--- config.mk ---
export PLATFORM = sky130hd
export DESIGN_NAME = ccff_loader
export DESIGN_NICKNAME = d
export VERILOG_FILES = /design/src/rtl/ccff_loader.sv
export SDC_FILE = /design/constraint.sdc
export NUM_CORES = 1
export LEC_CHECK = 0
export ABC_AREA = 1
export BUFFER_PORTS_ARGS = -buffer_cell sky130_fd_sc_hd__buf_2
export CORE_UTILIZATION = 49
export DETAILED_ROUTE_END_ITERATION = 10
export PLACE_DENSITY = 0.7
export SYNTH_ARGS = -nofsm -noshare
export SYNTH_HDL_FRONTEND = slang
export SYNTH_SLANG_ARGS = --single-unit
--- constraint.sdc ---
create_clock -name prog_clk -period 1.54 [get_ports prog_clk]
set_clock_uncertainty 0.1 [all_clocks]
set_input_delay 0.077 -clock prog_clk [delete_from_list [all_inputs] [get_ports prog_clk]]
set_output_delay 0.077 -clock prog_clk [all_outputs]
set_load 0.01 [all_outputs]
--- src/rtl/ccff_loader.sv ---
// ----------------------------------------------------------------------------
// ccff_loader
//
// Serial loader for a configuration flip-flop (ccff) chain. Configuration
// bytes arrive on a valid/ready stream and are shifted LSB-first into the
// chain head, one bit per prog_clk cycle, until exactly CHAIN_LEN bits have
// been shifted. Byte 0 is shifted first. Only the low bits of the final byte
// that fit the chain are used, and its upper bits are discarded.
//
// Optional feature (macro CCFF_READBACK_EN): after the load, the chain is
// recirculated once (tail fed back into head). The recirculated bits are
// packed LSB-first into bytes on out_data/out_valid/out_ready. Without the
// macro, out_data/out_valid are tied to 0 and out_ready is ignored.
//
// Parameters
//   CHAIN_LEN      number of flops in the target chain (1..65535)
//
// Ports
//   prog_clk       programming clock; all state changes on its rising edge
//   pReset         synchronous active-high reset
//   start          one-cycle load request (ignored while busy)
//   in_data[7:0]   configuration byte
//   in_valid       in_data valid
//   in_ready       byte accepted when in_valid && in_ready
//   ccff_head      serial bit into the chain head
//   ccff_shift_en  chain captures ccff_head at the end of a cycle where this is 1
//   ccff_tail      serial bit out of the chain tail
//   out_data[7:0]  readback byte (0 without CCFF_READBACK_EN)
//   out_valid      readback byte valid (0 without CCFF_READBACK_EN)
//   out_ready      readback consumer ready
//   busy           high in any state other than IDLE
//   done           one-cycle completion pulse
// ----------------------------------------------------------------------------
module ccff_loader #(
    parameter int CHAIN_LEN = 64
) (
    input  logic       prog_clk,
    input  logic       pReset,
    input  logic       start,
    input  logic [7:0] in_data,
    input  logic       in_valid,
    output logic       in_ready,
    output logic       ccff_head,
    output logic       ccff_shift_en,
    input  logic       ccff_tail,
    output logic [7:0] out_data,
    output logic       out_valid,
    input  logic       out_ready,
    output logic       busy,
    output logic       done
);
    localparam int NB        = (CHAIN_LEN + 7) / 8;
    localparam int LAST_BITS = CHAIN_LEN - 8 * (NB - 1);
    localparam int BW        = $clog2(CHAIN_LEN + 1);
    localparam int NBW       = $clog2(NB + 1);

    localparam logic [BW-1:0]  LAST_BIT_IDX   = BW'(CHAIN_LEN - 1);
    localparam logic [NBW-1:0] NB_L           = NBW'(NB);
    localparam logic [NBW-1:0] LAST_BYTE_IDX  = NBW'(NB - 1);
    localparam logic [3:0]     LAST_BYTE_BITS = 4'(LAST_BITS);

    localparam logic [1:0] S_IDLE     = 2'd0;
    localparam logic [1:0] S_LOAD     = 2'd1;
`ifdef CCFF_READBACK_EN
    localparam logic [1:0] S_READBACK = 2'd2;
`endif
    localparam logic [1:0] S_DONE     = 2'd3;

    logic [1:0]     state;
    logic [7:0]     shift_buf;   // bit 0 is the next bit to leave
    logic [3:0]     buf_cnt;     // bits still to shift out of shift_buf
    logic [NBW-1:0] byte_cnt;    // bytes accepted in this load
    logic [BW-1:0]  bit_cnt;     // bits shifted into the chain in this load

    logic load_shift;
    logic accept;
    logic load_last;
    logic rb_shift;

    // NOTE: shifting is gated by pReset so that the reset edge itself never
    // moves the chain; without this the chain would capture one more bit on
    // the edge that aborts the load.
    always_comb begin
        load_shift = (state == S_LOAD) && (buf_cnt != 4'd0) && !pReset;
        // buf_cnt == 1 means the last buffered bit leaves this cycle, so the
        // next byte can be loaded in the same cycle for back-to-back bytes.
        in_ready   = (state == S_LOAD) && (buf_cnt <= 4'd1) && (byte_cnt < NB_L) && !pReset;
        accept     = in_valid && in_ready;
        load_last  = load_shift && (bit_cnt == LAST_BIT_IDX);
    end

`ifdef CCFF_READBACK_EN
    localparam logic [BW-1:0] CHAIN_LEN_L = BW'(CHAIN_LEN);

    logic [BW-1:0] rb_cnt;    // bits recirculated so far
    logic [2:0]    rb_idx;    // next bit position in rb_data
    logic [7:0]    rb_data;
    logic          rb_valid;
    logic          rb_hs;

    assign rb_shift = (state == S_READBACK) && !rb_valid && (rb_cnt != CHAIN_LEN_L) && !pReset;
    assign rb_hs    = rb_valid && out_ready;

    always_ff @(posedge prog_clk) begin
        if (pReset || (state == S_IDLE)) begin
            rb_cnt   <= '0;
            rb_idx   <= '0;
            rb_data  <= '0;
            rb_valid <= 1'b0;
        end else if (rb_shift) begin
            rb_data[rb_idx] <= ccff_tail;
            rb_idx          <= rb_idx + 3'd1;
            rb_cnt          <= rb_cnt + 1'b1;
            // A full byte, or the final partial byte (its upper bits stay 0).
            if ((rb_idx == 3'd7) || (rb_cnt == LAST_BIT_IDX)) begin
                rb_valid <= 1'b1;
            end
        end else if (rb_hs) begin
            rb_valid <= 1'b0;
            rb_data  <= '0;
            rb_idx   <= '0;
        end
    end

    assign out_data  = rb_data;
    assign out_valid = rb_valid;
`else
    assign rb_shift  = 1'b0;
    assign out_data  = 8'h00;
    assign out_valid = 1'b0;

    logic unused_inputs;
    assign unused_inputs = ^{ccff_tail, out_ready};
`endif

    // NOTE: all sequential state uses non-blocking assignments so every
    // register samples pre-edge values regardless of statement order.
    always_ff @(posedge prog_clk) begin
        if (pReset) begin
            state     <= S_IDLE;
            shift_buf <= '0;
            buf_cnt   <= '0;
            byte_cnt  <= '0;
            bit_cnt   <= '0;
        end else begin
            case (state)
                S_IDLE: begin
                    if (start) begin
                        state     <= S_LOAD;
                        shift_buf <= '0;
                        buf_cnt   <= '0;
                        byte_cnt  <= '0;
                        bit_cnt   <= '0;
                    end
                end
                S_LOAD: begin
                    if (accept) begin
                        shift_buf <= in_data;
                        buf_cnt   <= (byte_cnt == LAST_BYTE_IDX) ? LAST_BYTE_BITS : 4'd8;
                        byte_cnt  <= byte_cnt + 1'b1;
                    end else if (load_shift) begin
                        shift_buf <= shift_buf >> 1;
                        buf_cnt   <= buf_cnt - 4'd1;
                    end
                    if (load_shift) begin
                        bit_cnt <= bit_cnt + 1'b1;
                    end
                    if (load_last) begin
`ifdef CCFF_READBACK_EN
                        state <= S_READBACK;
`else
                        state <= S_DONE;
`endif
                    end
                end
`ifdef CCFF_READBACK_EN
                S_READBACK: begin
                    if (rb_hs && (rb_cnt == CHAIN_LEN_L)) begin
                        state <= S_DONE;
                    end
                end
`endif
                default: state <= S_IDLE;   // DONE lasts exactly one cycle
            endcase
        end
    end

    // NOTE: the default assignment first keeps this combinational block from
    // inferring a latch on paths that do not drive ccff_head.
    always_comb begin
        ccff_head = 1'b0;
        if (load_shift) begin
            ccff_head = shift_buf[0];
        end
`ifdef CCFF_READBACK_EN
        else if (state == S_READBACK) begin
            ccff_head = ccff_tail;
        end
`endif
    end

    assign ccff_shift_en = load_shift || rb_shift;
    assign busy          = (state != S_IDLE);
    assign done          = (state == S_DONE);

endmodule
==> results of run 1 <==
[cell usage after synthesis]
master | n | area [um2]
nand2_1 | 56 | 210.2
nand3_1 | 27 | 135.1
dfxtp_1 | 25 | 500.5
a21oi_1 | 20 | 100.1
inv_1 | 18 | 67.56
nor2_1 | 16 | 60.06
buf_4 | 10 | 75.07
nand4_1 | 6 | 37.54
ha_1 | 5 | 62.56
buf_6 | 4 | 45.04
inv_2 | 4 | 15.01
o21ai_0 | 4 | 20.02
clkbuf_1 | 2 | 7.510
nor2_4 | 2 | 22.52
xor2_1 | 2 | 17.52
a21oi_2 | 1 | 8.760
a31oi_1 | 1 | 6.260
buf_2 | 1 | 5.000
conb_1 | 1 | 3.750
inv_4 | 1 | 6.260
nand2_2 | 1 | 6.260
nand2_4 | 1 | 11.26
nand3_2 | 1 | 10.01
nand3_4 | 1 | 17.52
nand3b_1 | 1 | 7.510
nand3b_2 | 1 | 11.26
nor2_2 | 1 | 6.260
nor2_8 | 1 | 20.02
nor4_1 | 1 | 6.260
o21ai_1 | 1 | 5.000
or2_2 | 1 | 6.260
xnor2_1 | 1 | 8.760
[worst max-delay path by stage]
stage               start      endpoint  cells after the start
2_1_floorplan  buf_cnt[0]  shift_buf[4]                     10
3_3_place_gp   buf_cnt[1]    buf_cnt[1]                     11
3_5_place_dp   buf_cnt[0]   byte_cnt[0]                      9
4_1_cts        buf_cnt[1]     ccff_head                      8
5_1_grt        buf_cnt[0]      in_ready                      7
6_report         state[0]      in_ready                      6
[registers in the layout, summed over array words and instances, names as in the netlist]
| register | count |
|---|---|
| byte_cnt | 4 |
| state | 2 |
| buf_cnt | 4 |
| shift_buf | 8 |
| bit_cnt | 7 |
[power groups by stage]
stage                     Combinational (mW)  Clock, mW  Sequential (mW)
after floorplan                        0.221          0            0.693
final                                  0.402      0.299            0.683
after CTS                              0.367      0.311            0.683
after global placement                 0.292          0            0.695
after detailed placement               0.294          0            0.696
after global routing                   0.440      0.343            0.685
[stage by stage]
stage	std cells	power, mW	setup WS (ns)	utilization (%)
CTS	293	1.361	-0.09001	66.40
detailed placement	274	0.9895	-0.06858	58.68
floorplan	226	0.9141	0.01885	-
finish	297	1.384	-0.04430	68.90
global route	297	1.468	-0.1262	68.90
global placement	274	0.9875	-0.03894	58.68
[what timing repair did]
action / in CTS / in global routing
cloned: 1 / 0
pin swaps: 7 / 4
hold buffers: 8 / 1
setup buffers: 6 / 3
setup endpoints to repair: 24 / 26
hold endpoints to repair: 7 / 1
resized for setup: 21 / 11
[critical path, cell delays in order (launching register included)]
cell     delay [ns]
dfxtp_2        0.37
inv_2          0.06
nor2_4         0.17
buf_4          0.16
nand2_4        0.06
nor2_8         0.12
buf_2          0.14
[logic make-up (layout without fill, tap and decap cells)]
family	Yosys count	in the layout	synth area share, %
simple gates	117	117	37.31
fa+ha+maj	5	5	4.108
xor+xnor	3	3	1.726
buf+inv	40	80	14.54
flops	25	25	32.87
other cells	1	9	0.2463
compound gates	27	27	9.203
[layer usage]
metal | wire length [um] | vias up | share of wire [%]
met5 | 0 | - | 0
met4 | 35 | 0 | 1.1
met3 | 96 | 4 | 3.0
met2 | 1574 | 26 | 49
met1 | 1503 | 672 | 47
li1 | - | 785 | -
[cell type report]
| class | instances | area (um2) | area share, % |
|---|---|---|---|
| clock buffers | 4 | 26.28 | 1.337 |
| inverters | 23 | 93.84 | 4.774 |
| multi-input cells | 161 | 894.6 | 45.51 |
| flip-flops and latches | 25 | 505.5 | 25.72 |
| well taps | 31 | 38.79 | 1.973 |
| repair buffers | 53 | 406.6 | 20.69 |
==> results.yml, run 1 <==
timing:
  holdWs_ns: 0.008180
  post-route-period-util_pct: 102.9
  rsz0062_at_grt: "true"
  slew_viol_final: 0
  fin_crit_ns: 1.584
  setup_tns_ns: -0.1111
  finalSetupViolations: 4
  hold_viol_final: 0
  max_clock_freq_mhz: 631.2
  setup_ws_ns: -0.04430
power:
  p_sw_share_pct: 31.00
  seqPwrFrac_pct: 49.4
  peakVddDrop_uv: 721.1
  p_leak_nw: 0.9396
  p_int_mw: 0.9547
  pwr-share-clk_pct: 21.6
  p_per_area_nw_per_um2: 703.9
  p_sw_mw: 0.4289
  power.share.combinational_pct: 29.0
grt:
  met2_usage_pct: 37.54
  grt_max_degree: 19
  track_usage_pct: 20.62
  grt_busiest_layer: "met2"
  overflow: 0
  met3_usage_pct: 4.688
  first_global_vias: 1271
  grt_pass1_wl_mm: 5.395
  grtUsageMet1_pct: 24.41
  antenna_found_initial: 0
detailed_routing:
  drt_iter0_drc: 83
  dr.pass1.iters: 7
  totalWireLength_mm: 3.210
  wl_per_cell_um: 10.81
  via_count: 1487
  detail-route-antenna-nets: 0
  drcViolationCount: 2
  viasPerCell: 5.007
hold_path:
  whs_path_depth: 5
  holdPathEnd: "shift_buf[4]"
  min-delay-start: "in_data[4]"
  hold_path_class: "input pin to register"
worst_setup_path:
  critPathCaptureType: "output pin"
  r2r_slack_ns: -0.01
  worstPathRequired_ns: 1.36
  critical_path_peak_fanout: 4
  worst-setup-path-type: "register to output pin"
  r2r_end: "byte_cnt[0]"
  start_kind: "register"
  r2r_start: "buf_cnt[0]"
  crit_arrival_ns: 1.41
  reg2reg_depth: 9
placed_design:
  dpl.hpwl_mm: 2.131
  postPlaceCellArea_um2: 1674
  place_congestion: 0.7659
  port_buffers: 16
cts:
  cts_buffer_depth: 2
  cts_tree: "done"
  htreeDepth: 1
  cts_buffers: 3
  insertion_delay_ns: 0.32
  clk_pin_slew_worst_paths_ns: 0.14
  clock_sinks: 25
  cts_root_buf: "clkbuf_4"
die:
  die_y_um: 57.75
  ioPinCount: 28
  die_x_um: 57.75
  dieArea_um2: 3334
  start_util_pct: 53.38
  rows: 19
  core_area_um2: 2853
layout:
  n_fill_cell: 257
  final_cell_mix: "nand2_1, nand3_1, dfxtp_1, buf_4, a21oi_1"
  layout_commonest_cell: "nand2_1"
  drive_gt1_share_pct: 29.32
  syn_to_final_growth_pct: 29.09
  stdcell_area_um2: 1966
  n_antenna_cell: 0
  finalNetCount: 286
yosys:
  yosysUniqueCellTypes: 32
  ys_seq_area_share_pct: 32.87
  ys_ff_latch: 25
  syn_area_um2: 1523
  synth_warnings: 0
  netlist_instances: 218
  avgSynthCellArea_um2: 6.985
outcome:
  violations: "design-rule violations, negative setup slack"
  outcome: "finished with violations"
flow_run:
  maxCapViolations: 0
Power figures use the tool's default switching activity.
==> inputs of run 2 (changes only) <==
CORE_UTILIZATION = 50   (was 49)
PLACE_DENSITY = 0.69   (was 0.7)
clock period = 1.7 ns   (was 1.54 ns; I/O delays follow)
==> run 2 against run 1 <==
  * The run ends with design-rule violations left
  * Sequential share of layout area increased by 3.4 points
  * Combinational power fell by 35%
  * Critical path depth is the same
  * Flip-flop and latch count unchanged
  * Die area fell by 1.9%
  * Count of clock-buffer cells in the layout decreased by 1
  * Design area down 12%
  * Largest power group unchanged
==> results.yml, run 2 (same netlist as run 1, synthesis figures left out) <==
hold_path:
  hold_path_class: "input pin to register"
cts:
  cts_root_buf: "clkbuf_4"
  cts_buffers: 3
  clock_sinks: 25
  cts_buffer_depth: 2
  htreeDepth: 1
  insertion_delay_ns: 0.32
  cts_tree: "done"
  clk_pin_slew_worst_paths_ns: 0.14
layout:
  finalNetCount: 264
  n_antenna_cell: 0
  n_fill_cell: 271
  layout_commonest_cell: "nand2_1"
  stdcell_count: 275
  drive_gt1_share_pct: 21.31
  largest_register_ffs: 8
  top_regs: "shift_buf: 8 flops, bit_cnt: 7 flops"
  syn_to_final_growth_pct: 13.39
  stdcell_area_um2: 1727
  final_cell_mix: "nand2_1, nand3_1, dfxtp_1, a21oi_1"
  regMostFlops: "shift_buf"
power:
  peakVddDrop_uv: 515.7
  p_per_area_nw_per_um2: 666.3
  p_leak_nw: 0.8171
timing:
  holdWs_ns: 0.02112
  setup_tns_ns: 0
  rsz0062_at_grt: "true"
  hold_viol_final: 0
  finalSetupViolations: 0
  setup_ws_ns: 0.1147
  fin_crit_ns: 1.585
  slew_viol_final: 0
  max_clock_freq_mhz: 630.8
  post-route-period-util_pct: 93.25
worst_setup_path:
  start_kind: "register"
  worstPathRequired_ns: 1.51
  critPathCaptureType: "output pin"
  crit_family: "buffers and inverters"
  crit_buf_inv: 3
  slowest_stage: "dfxtp_2"
  critical_path_peak_fanout: 10
  worst-setup-path-type: "register to output pin"
  crit_arrival_ns: 1.40
  worstPathCellList: "inv_2 > nor2_4 > buf_4 > nand2_4 > nor2_8 > buf_2"
  slowest_delay_ns: 0.38
placed_design:
  postPlaceCellArea_um2: 1577
  placed_cells: 261
  place_congestion: 0.7623
  dp_slack_ns: 0.05627
  dpl.hpwl_mm: 2.003
  port_buffers: 16
die:
  dieArea_um2: 3270
  rows: 19
  core_area_um2: 2829
  start_util_pct: 53.83
  die_y_um: 57.19
  ioPinCount: 28
  die_x_um: 57.19
detailed_routing:
  detail-route-antenna-nets: 0
  drt_iter0_drc: 54
  drcViolationCount: 2
  via_count: 1378
  wl_per_cell_um: 10.65
  dr.pass1.iters: 7
  totalWireLength_mm: 2.928
  viasPerCell: 5.011
outcome:
  violations: "design-rule violations"
  outcome: "finished with violations"
grt:
  grt_pass1_wl_mm: 5.140
  first_global_vias: 1165
  overflow: 0
  antenna_found_initial: 0
  grt_max_degree: 18
  track_usage_pct: 19.83
flow_run:
  maxCapViolations: 0
[run 2: cell types whose count changed in the layout (fill, tap and decap cells not counted), sizes merged]
| cell | change |
|---|---|
| clkinv | +1 |
| dlygate4sd3 | -1 |
| clkbuf | -1 |
| buf | -21 |
[run 2: where the power goes]
group / switching [mW] / internal [mW]
logic: 0.162 / 0.0979
clock network: 0.183 / 0.0883
registers: 0.0159 / 0.603
total: 0.361 / 0.789
[run 2: layout make-up]
| type | count | area (um2) | area share [%] |
|---|---|---|---|
| clock inverters | 1 | 5.005 | 0.2899 |
| multi-input cells | 161 | 852.1 | 49.35 |
| repair buffers | 31 | 216.5 | 12.54 |
| inverters | 23 | 88.84 | 5.145 |
| well taps | 31 | 38.79 | 2.246 |
| flip-flops and latches | 25 | 503.0 | 29.13 |
| clock buffers | 3 | 22.52 | 1.304 |
[run 2: metal layers]
layer,vias up,wire length [um],global-route usage [%]
met3,2,81,4.762
met4,0,6,2.091
met1,615,1440,25.74
met5,-,0,0
li1,736,-,-
met2,25,1399,34.62
[run 2: worst reg2reg max path, delay by kind of cell (launching register included)]
family                     cells  cell delay [ns]
AOI/OAI and AO/OA              1             0.12
and+or+nand+nor                4             0.50
buffers and inverters          2             0.23
adders and majority gates      1             0.18
DFF                            1             0.37
[run 2: path summary, 6_finish.rpt]
kind | startpoint | end | slack, ns | depth (start not counted)
setup / recovery | state[0] | in_ready | 0.11 | 6
hold / removal | in_data[3] | shift_buf[3] | 0.02 | 5
setup reg to reg | buf_cnt[0] | buf_cnt[2] | 0.13 | 8
hold reg to reg | bit_cnt[6] | state[1] | 0.35 | 1
[run 2: per-stage QoR]
| stage | power, mW | utilization [%] |
|---|---|---|
| after global routing | 1.218 | 61.03 |
| after floorplan | 0.8281 | - |
| after global placement | 0.8585 | 55.73 |
| after detailed placement | 0.8581 | 55.73 |
| final | 1.150 | 61.03 |
| after CTS | 1.149 | 60.15 |
[run 2: what timing repair did]
action	4_1_cts	5_1_grt
endpoints found under the setup margin	1	23
gates resized for setup	1	10
hold buffers	8	0
endpoints found under the hold margin	9	0
buffers inserted	2	0
pin swaps	1	0
